### config.mk
export PLATFORM = sky130hd
export DESIGN_NAME = frame_sequencer_flat
export DESIGN_NICKNAME = d
export VERILOG_FILES = /design/src/rtl/raycast_pkg.sv /design/src/rtl/frame_sequencer_if.sv /design/src/rtl/ray_column_issuer.sv /design/src/rtl/frame_sequencer.sv /design/src/flat_wrapper.sv
export SDC_FILE = /design/constraint.sdc
export NUM_CORES = 1
export LEC_CHECK = 0
export ABC_AREA = 1
export BUFFER_PORTS_ARGS = -buffer_cell sky130_fd_sc_hd__clkbuf_2
export CAP_MARGIN = 25
export CORE_ASPECT_RATIO = 1.5
export CORE_UTILIZATION = 45
export DETAILED_ROUTE_END_ITERATION = 8
export GPL_TIMING_DRIVEN = 0
export PLACE_DENSITY_LB_ADDON = 0.12
export SYNTH_ARGS = -nofsm -noshare
export SYNTH_HDL_FRONTEND = slang
export SYNTH_SLANG_ARGS = --single-unit
### constraint.sdc
create_clock -name pixel_clk_in -period 4 [get_ports pixel_clk_in]
set_input_delay 0.6 -clock pixel_clk_in [delete_from_list [all_inputs] [get_ports pixel_clk_in]]
set_output_delay 0.6 -clock pixel_clk_in [all_outputs]
set_load 0.03 [all_outputs]
### src/rtl/raycast_pkg.sv
// rtl/raycast_pkg.sv - shared types and constants for the raycast frame control path
package raycast_pkg;
    localparam int SCREEN_WIDTH_DEF  = 320;
    localparam int SCREEN_HEIGHT_DEF = 240;
    localparam int FIX_WIDTH         = 16;
    localparam int HCOUNT_WIDTH      = 9;

    typedef enum logic [1:0] {
        IDLE,
        ISSUE,
        DRAIN,
        WAIT_SWAP
    } t_seq_state;
endpackage

### src/rtl/frame_sequencer_if.sv
// rtl/frame_sequencer_if.sv - ray column request handshake toward the DDA
interface frame_sequencer_if;
    import raycast_pkg::*;

    logic                    ray_valid_out;
    logic                    ray_ready_in;
    logic [HCOUNT_WIDTH-1:0] ray_hcount_out;
    logic                    ray_last_out;

    modport master (
        output ray_valid_out,
        output ray_hcount_out,
        output ray_last_out,
        input  ray_ready_in
    );

    modport slave (
        input  ray_valid_out,
        input  ray_hcount_out,
        input  ray_last_out,
        output ray_ready_in
    );
endinterface

### src/rtl/ray_column_issuer.sv
// rtl/ray_column_issuer.sv - valid/ready column counter, one request per screen column
module ray_column_issuer
    import raycast_pkg::*;
#(
    parameter int SCREEN_WIDTH = SCREEN_WIDTH_DEF
) (
    input  logic                    pixel_clk_in,
    input  logic                    rst_in,
    input  logic                    start_in,
    input  logic                    ray_ready_in,
    output logic                    ray_valid_out,
    output logic [HCOUNT_WIDTH-1:0] ray_hcount_out,
    output logic                    ray_last_out,
    output logic                    done_out
);
    localparam logic [HCOUNT_WIDTH-1:0] LAST_COL = HCOUNT_WIDTH'(SCREEN_WIDTH - 1);

    logic                    active;
    logic [HCOUNT_WIDTH-1:0] hcount;
    logic                    at_last;

    assign at_last = (hcount == LAST_COL);

    // hcount only moves on an accepted transfer, so it is held while ready is low
    always_ff @(posedge pixel_clk_in or posedge rst_in) begin
        if (rst_in) begin
            active <= 1'b0;
            hcount <= '0;
        end else if (start_in) begin
            active <= 1'b1;
            hcount <= '0;
        end else if (active && ray_ready_in) begin
            if (at_last) begin
                active <= 1'b0;
                hcount <= '0;
            end else begin
                hcount <= hcount + 1'b1;
            end
        end
    end

    assign ray_valid_out  = active;
    assign ray_hcount_out = hcount;
    assign ray_last_out   = active && at_last;
    assign done_out       = active && ray_ready_in && at_last;
endmodule

### src/rtl/frame_sequencer.sv
// rtl/frame_sequencer.sv - per-frame raycast controller: camera latch, column issue, bank swap
module frame_sequencer
    import raycast_pkg::*;
#(
    parameter int SCREEN_WIDTH = SCREEN_WIDTH_DEF,
    parameter int POS_WIDTH    = FIX_WIDTH
) (
    input  logic                 pixel_clk_in,
    input  logic                 rst_in,
    input  logic                 enable_in,
    input  logic                 new_frame_in,
    input  logic [POS_WIDTH-1:0] pos_x_in,
    input  logic [POS_WIDTH-1:0] pos_y_in,
    input  logic [POS_WIDTH-1:0] dir_x_in,
    input  logic [POS_WIDTH-1:0] dir_y_in,
    input  logic [POS_WIDTH-1:0] plane_x_in,
    input  logic [POS_WIDTH-1:0] plane_y_in,
    input  logic                 ray_last_pixel_in,
    frame_sequencer_if.master    ray,
    output logic [POS_WIDTH-1:0] pos_x_out,
    output logic [POS_WIDTH-1:0] pos_y_out,
    output logic [POS_WIDTH-1:0] dir_x_out,
    output logic [POS_WIDTH-1:0] dir_y_out,
    output logic [POS_WIDTH-1:0] plane_x_out,
    output logic [POS_WIDTH-1:0] plane_y_out,
    output logic                 write_bank_out,
    output logic                 read_bank_out,
    output logic                 frame_done_out,
    output logic [7:0]           dropped_frames_out,
    output logic                 busy_out
);
    t_seq_state state, state_nxt;
    logic start, latch_cam, toggle_bank, drop_inc, done_pulse, issue_done;

    ray_column_issuer #(.SCREEN_WIDTH(SCREEN_WIDTH)) u_issuer (
        .pixel_clk_in  (pixel_clk_in),
        .rst_in        (rst_in),
        .start_in      (start),
        .ray_ready_in  (ray.ray_ready_in),
        .ray_valid_out (ray.ray_valid_out),
        .ray_hcount_out(ray.ray_hcount_out),
        .ray_last_out  (ray.ray_last_out),
        .done_out      (issue_done)
    );

    always_ff @(posedge pixel_clk_in or posedge rst_in) begin
        if (rst_in) state <= IDLE;
        else        state <= state_nxt;
    end

    // Every frame start (from IDLE or a boundary swap) latches the camera and kicks the issuer
    always_comb begin
        state_nxt   = state;
        start       = 1'b0;
        latch_cam   = 1'b0;
        toggle_bank = 1'b0;
        drop_inc    = 1'b0;
        done_pulse  = 1'b0;
        unique case (state)
            IDLE: begin
                if (new_frame_in && enable_in) begin
                    start     = 1'b1;
                    latch_cam = 1'b1;
                    state_nxt = ISSUE;
                end
            end
            ISSUE: begin
                drop_inc = new_frame_in;
                if (issue_done) state_nxt = DRAIN;
            end
            DRAIN: begin
                if (ray_last_pixel_in) begin
                    done_pulse = 1'b1;
                    state_nxt  = WAIT_SWAP;
                    if (new_frame_in) begin
                        toggle_bank = 1'b1;
                        start       = enable_in;
                        latch_cam   = enable_in;
                        state_nxt   = enable_in ? ISSUE : IDLE;
                    end
                end else begin
                    drop_inc = new_frame_in;
                end
            end
            WAIT_SWAP: begin
                if (new_frame_in) begin
                    toggle_bank = 1'b1;
                    start       = enable_in;
                    latch_cam   = enable_in;
                    state_nxt   = enable_in ? ISSUE : IDLE;
                end
            end
            default: state_nxt = IDLE;
        endcase
    end

    always_ff @(posedge pixel_clk_in or posedge rst_in) begin
        if (rst_in) begin
            pos_x_out          <= '0;
            pos_y_out          <= '0;
            dir_x_out          <= '0;
            dir_y_out          <= '0;
            plane_x_out        <= '0;
            plane_y_out        <= '0;
            write_bank_out     <= 1'b0;
            frame_done_out     <= 1'b0;
            dropped_frames_out <= '0;
        end else begin
            frame_done_out <= done_pulse;
            if (latch_cam) begin
                pos_x_out   <= pos_x_in;
                pos_y_out   <= pos_y_in;
                dir_x_out   <= dir_x_in;
                dir_y_out   <= dir_y_in;
                plane_x_out <= plane_x_in;
                plane_y_out <= plane_y_in;
            end
            if (toggle_bank) write_bank_out <= ~write_bank_out;
            if (drop_inc && dropped_frames_out != 8'hFF)
                dropped_frames_out <= dropped_frames_out + 8'd1;
        end
    end

    assign read_bank_out = ~write_bank_out;
    assign busy_out      = (state == ISSUE) || (state == DRAIN);
endmodule

### src/flat_wrapper.sv
// flat-port wrapper written by rule: the top's interface ports become plain ports
module frame_sequencer_flat import raycast_pkg::*;
#(
    parameter int SCREEN_WIDTH = SCREEN_WIDTH_DEF,
    parameter int POS_WIDTH    = FIX_WIDTH
)
  (pixel_clk_in, rst_in, enable_in, new_frame_in, pos_x_in, pos_y_in, dir_x_in, dir_y_in, plane_x_in, plane_y_in, ray_last_pixel_in, pos_x_out, pos_y_out, dir_x_out, dir_y_out, plane_x_out, plane_y_out, write_bank_out, read_bank_out, frame_done_out, dropped_frames_out, busy_out, ray_ray_valid_out, ray_ray_hcount_out, ray_ray_last_out, ray_ray_ready_in);
  frame_sequencer_if ray_i ();
  input  logic pixel_clk_in;
  input  logic rst_in;
  input  logic enable_in;
  input  logic new_frame_in;
  input  logic [POS_WIDTH-1:0] pos_x_in;
  input  logic [POS_WIDTH-1:0] pos_y_in;
  input  logic [POS_WIDTH-1:0] dir_x_in;
  input  logic [POS_WIDTH-1:0] dir_y_in;
  input  logic [POS_WIDTH-1:0] plane_x_in;
  input  logic [POS_WIDTH-1:0] plane_y_in;
  input  logic ray_last_pixel_in;
  output logic [POS_WIDTH-1:0] pos_x_out;
  output logic [POS_WIDTH-1:0] pos_y_out;
  output logic [POS_WIDTH-1:0] dir_x_out;
  output logic [POS_WIDTH-1:0] dir_y_out;
  output logic [POS_WIDTH-1:0] plane_x_out;
  output logic [POS_WIDTH-1:0] plane_y_out;
  output logic write_bank_out;
  output logic read_bank_out;
  output logic frame_done_out;
  output logic [7:0] dropped_frames_out;
  output logic busy_out;
  output wire logic [$bits(ray_i.ray_valid_out)-1:0] ray_ray_valid_out;
  output wire logic [$bits(ray_i.ray_hcount_out)-1:0] ray_ray_hcount_out;
  output wire logic [$bits(ray_i.ray_last_out)-1:0] ray_ray_last_out;
  input wire logic [$bits(ray_i.ray_ready_in)-1:0] ray_ray_ready_in;
  assign ray_ray_valid_out = ray_i.ray_valid_out;
  assign ray_ray_hcount_out = ray_i.ray_hcount_out;
  assign ray_ray_last_out = ray_i.ray_last_out;
  assign ray_i.ray_ready_in = ray_ray_ready_in;
  frame_sequencer #(.SCREEN_WIDTH(SCREEN_WIDTH), .POS_WIDTH(POS_WIDTH)) u_core (.pixel_clk_in(pixel_clk_in), .rst_in(rst_in), .enable_in(enable_in), .new_frame_in(new_frame_in), .pos_x_in(pos_x_in), .pos_y_in(pos_y_in), .dir_x_in(dir_x_in), .dir_y_in(dir_y_in), .plane_x_in(plane_x_in), .plane_y_in(plane_y_in), .ray_last_pixel_in(ray_last_pixel_in), .ray(ray_i), .pos_x_out(pos_x_out), .pos_y_out(pos_y_out), .dir_x_out(dir_x_out), .dir_y_out(dir_y_out), .plane_x_out(plane_x_out), .plane_y_out(plane_y_out), .write_bank_out(write_bank_out), .read_bank_out(read_bank_out), .frame_done_out(frame_done_out), .dropped_frames_out(dropped_frames_out), .busy_out(busy_out));
endmodule
After elaboration in Yosys (flattened, before gate mapping)

Cells that the tools add are included.

Register bits after elaboration: 118
Input bits: 102
Output and inout bits: 119
Word-level logic and storage cells: 59

Add/sub/neg operators: 2
Equal/unequal tests: 9
Mux-type cells: 24
Bitwise logic cells: 1
Reduce and logical (&&, ||, !) cells: 11

Operators with widths:

| kind                                                   | count |
|---|---|
| 2-to-1 mux 9 bit                                       | 3 |
| 2-to-1 mux 1 bit                                       | 12 |
| 2-to-1 mux 2 bit                                       | 5 |
| adder 9 x 1 -> 9 bit (second input constant)           | 1 |
| equality test 9 bit (second input constant)            | 1 |
| adder 8 x 1 -> 8 bit (second input constant)           | 1 |
| inequality test 8 bit (second input constant)          | 1 |
| one-hot mux 2 bit (4 select lines)                     | 1 |
| logical AND 1 bit                                      | 5 |
| equality test 2 bit (second input constant)            | 2 |
| inequality test 2 x 1 -> 1 bit (second input constant) | 2 |
| inequality test 2 bit (second input constant)          | 2 |
| one-hot mux 1 bit (2 select lines)                     | 2 |
| AND reduction 4 bit                                    | 1 |
| nonzero test 2 bit                                     | 2 |
| one-hot mux 1 bit (3 select lines)                     | 1 |
| equality test 2 x 1 -> 1 bit (second input constant)   | 1 |
| logical NOT 2 bit                                      | 1 |
| AND reduction 2 bit                                    | 1 |
| logical OR 1 bit                                       | 1 |
| inverter 1 bit                                         | 1 |

Longest topological paths before layout

Word-level depth: 5
Gate-level depth with buffers: 10
Depth with buffers taken out: 10

By module

Synthesis repeated with hierarchy kept, for this count alone.

Cells, all modules: 612
Area, all modules: 5,047.3 um2

Modules (own cells, without submodules):

| module            | times used | cells an instance | area an instance (um2) | seq. area each (um2) |
|---|---|---|---|---|
| frame_sequencer   | 1          | 522               | 4,426.7                | 2,702.6 |
| ray_column_issuer | 1          | 90                | 620.6                  | 250.2 |

Least setup slack after synthesis

No wires, ideal clock.

Path kind: register to output
Start: register u_core.u_issuer.hcount[0], in the netlist u_core.u_issuer.ray_hcount_out[0]
End: output ray_ray_last_out
Arrival time: 1,622 ps
Required time: 3,400 ps
Path slack: 1,778 ps
Cell stages (with the launch flop): 6
Path buffers: 0
Path through: dfrtp_1 > ha_1 > nand3_1 > nor2_1 > nand2_1 > nor2_1

Longest elaborated chain between the ends: 2

Ends and longest elaborated chain:

| element                  | line                    | RTL |
|---|---|---|
| start: declaration       | ray_column_issuer.sv:19 | `logic [HCOUNT_WIDTH-1:0] hcount;` |
| start signal: assignment | ray_column_issuer.sv:37 | `hcount <= hcount + 1'b1;` |
| equality test 9 bit      | ray_column_issuer.sv:22 | `assign at_last = (hcount == LAST_COL);` |
| logical AND 1 bit        | ray_column_issuer.sv:44 | `assign ray_last_out = active && at_last;` |
| end: declaration         | flat_wrapper.sv:33      | `output wire logic [$bits(ray_i.ray_last_out)-1:0] ray_ray_last_out;` |

Every way passes these cells.

Worst setup path after layout

Ends and elaborated chain as after synthesis.

==> metrics <==
Final period util=a little under two thirds; post-synth net total=between 700 and 800; hpwl dp=9465 um; num rows=46; Seq cells post-synth=~120; Synth async-reset ratio=between 90% and 100%; PD cells=between 800 and 900 nW/um^2; core footprint=around 11000 sq um; Final Core Density=around 64%; CTS tree=yes; CP required=between 3 and 4 ns; slowest stage delay, CP=about 0.40 ns; # placed instances=964; FILL cells=919; fmax=a little under 0.4 GHz; Seq/Total Area, Yosys=between 50% and 60%; Tmin final=between 2 and 3 ns; Distinct cells, synth=21; Critical path origin=u_core.u_issuer.ray_hcount_out[0]$_DFFE_PP0P_; layout cells sized above 1=32.47%; status=finished clean; WL met1=4826 um; P_leak=a little over 4 nW; synthesized cell area=approximately 5000 sq um; nets@finish=around 950; CTS buffer count=17; Post-synth EDFFs=0; relative slew slack=68.29%; 1st-pass router iterations=4; Starting Density=between 40% and 50%; Ant. Diodes=0; DR iter-0 viols=about 180; RSZ-0062 raised after global routing=false; CTS-repair resized insts=0; Non-Filler Instances=a little under 1000; initial antenna violation count=0; Post-DRT Antenna Nets=0; port bufs=220; Warnings, synthesis=0; Slew @ Worst Pin=between 0.4 and 0.5 ns; final setup fails=0; Hold Path Class=in -> async; Critical Path Source Type=register; DR vias=4583; vias per inst=between 4 and 5; Skew-Pair Late Insertion Delay=approximately 0.40 ns; Die Y=between 100 and 150 um; GRT Resource Usage Total=between 20% and 30%; Largest delay share family, worst path=simple AND/OR/NAND/NOR gates; VDD IR max=approximately 0.00045 V; top sig layer=met4; Final GP Congestion=roughly 0.9; Post-Place Setup Slack=between 1.5 and 2 ns; clock slew at reported path FFs=0.05 ns; WL met3=801 um; boundary pin count=221; CTS Hold Bufs=0; largest net degree at the start of global routing=between 90 and 100; DRC viols=0; setup ws final=between 1 and 1.5 ns; total gr overflow=0; slowest CP cell=dfrtp_1; WP data arrival=1.94 ns; max-slew violations=0; Final Skew=0.009077 ns; CP endpoint kind=output pin; vias in the first global route=between 4000 and 5000; clock sinks=around 120; crit path cell chain=ha_1 > nand3_1 > nor2_1 > nand2_1 > nor2_1 > clkbuf_2; Routed wire per std cell=12.77 um; Final Power=a little over 6 mW; die area=about 11000 sq um; CP dominant cell by count=nor2_1; DR WL met2=6684 um; P&R area growth vs syn=37.44%; Worst Path Max Fanout=5; final wirelength=12700 um; syn avg cell area=8.307 sq um; Post-CTS Setup Bufs=0; H-tree depth=4; die width=87.86 um; prevailing post-synth register cell=dfrtp_1; Max-Cap Viols=0; Synth Instances=about 600; root buf cell=clkbuf_16; wire length of the first global-routing pass=about 20000 um; worst setup path category=reg -> out; Sum Neg Setup Slack=0 ns; CP bufs+invs=1; beginning of the worst register-to-register path=u_core.state[0]$_DFFE_PP0P_; clock buffer depth=2; final hold violation count=0
==> through the flow <==
| stage | hold WS (ns) | area, sq um |
|---|---|---|
| 3_3_place_gp | 0.4606 | 6257 |
| 4_1_cts | 0.1277 | 6839 |
| 3_5_place_dp | 0.4649 | 6290 |
| 2_1_floorplan | 0.4901 | 4976 |
| 5_1_grt | 0.1444 | 6839 |
| 6_report | 0.1399 | 6839 |
==> path summary, 6_finish.rpt <==
check,endpoint,slack [ns],depth (start not counted)
setup reg to reg,u_core.plane_y_out[3]$_DFFE_PP0N_,2.20,9
setup / recovery,ray_ray_last_out,1.46,6
max in group asynchronous,u_core.dir_y_out[6]$_DFFE_PP0N_,3.13,3
hold reg to reg,u_core.pos_x_out[2]$_DFFE_PP0N_,0.48,2
min in group pixel_clk_in,u_core.dir_y_out[0]$_DFFE_PP0N_,0.39,3
hold / removal,u_core.pos_x_out[1]$_DFFE_PP0N_,0.14,2
==> logic make-up (layout without fill, tap and decap cells) <==
group | after synthesis | in the layout | synth area share, %
compound gates | 13 | 13 | 1.307
xor+xnor | 6 | 6 | 1.056
fa+ha+maj | 7 | 7 | 1.760
buf+inv | 58 | 309 | 5.733
flops | 118 | 118 | 59.34
simple gates | 397 | 397 | 30.80
==> layout by cell type, fill, tap and decap left out <==
cell and instances:
nor2_1 16, clkbuf_2 220, inv_6 1, xor2_1 5
o21ai_0 6, clkinvlp_4 2, buf_6 5, clkinv_2 5
nand4_1 3, clkbuf_1 2, clkbuf_8 3, nor2_2 1
nand3_1 15, buf_4 3, bufinv_16 1, nand2_1 357
buf_2 13, inv_4 1, dfrtp_1 118, ha_1 7
clkinv_4 1, o21ai_1 3, inv_1 34, nand3b_1 2
a21oi_1 4, nand2_2 2, clkbuf_16 17, xnor2_1 1
nor3_1 1, buf_16 1
==> synthesized netlist by cell type (all sizes together), types with 2 or more instances <==
cell type / number / share of area (%)
nand3: 15 / 1.5
nor2: 17 / 1.3
ha: 7 / 1.8
dfrtp: 118 / 59
buf: 21 / 2.9
nand3b: 2 / 0.30
nand2: 359 / 27
o21ai: 9 / 0.91
nand4: 3 / 0.38
inv: 36 / 2.8
xor2: 5 / 0.88
a21oi: 4 / 0.40
==> worst register-to-register path, delay by kind of cell, from the launching register on <==
| kind | cells | cell delay, ns |
|---|---|---|
| buffers and inverters | 3 | 0.52 |
| DFF | 1 | 0.42 |
| adders and majority gates | 1 | 0.25 |
| and+or+nand+nor | 5 | 0.55 |
==> sequential cells by signal, indices dropped and copies added (netlist names), 2 cells and up <==
register                        flops
u_core.pos_y_out                   16
u_core.dir_x_out                   16
u_core.state                        2
u_core.plane_y_out                 16
u_core.dropped_frames_out           8
u_core.plane_x_out                 16
u_core.dir_y_out                   16
u_core.pos_x_out                   16
u_core.u_issuer.ray_hcount_out      9
==> routing by layer <==
layer | up-vias | global-route usage (%)
met5 | - | 0
li1 | 2282 | -
met4 | 0 | 12.92
met3 | 32 | 5.590
met2 | 159 | 40.72
met1 | 2110 | 23.66
==> power breakdown <==
part / internal (mW) / switching [mW] / total [mW]
combinational: 0.747 / 1.88 / 2.63
clock: 0.889 / 0.496 / 1.39
sequential: 1.71 / 0.325 / 2.03
total: 3.34 / 2.70 / 6.04
==> cell type report <==
class | instances | area (sq um) | area share [%]
timing repair buffer | 221 | 1129 | 16.50
tap | 144 | 180.2 | 2.634
clock buffer | 21 | 470.5 | 6.879
multi-input combinational | 423 | 1738 | 25.41
sequential | 118 | 2953 | 43.18
buffer | 22 | 147.6 | 2.159
inverter | 36 | 142.6 | 2.086
clock inverter | 9 | 78.83 | 1.153
No activity file was read; power rests on OpenSTA's default activity.
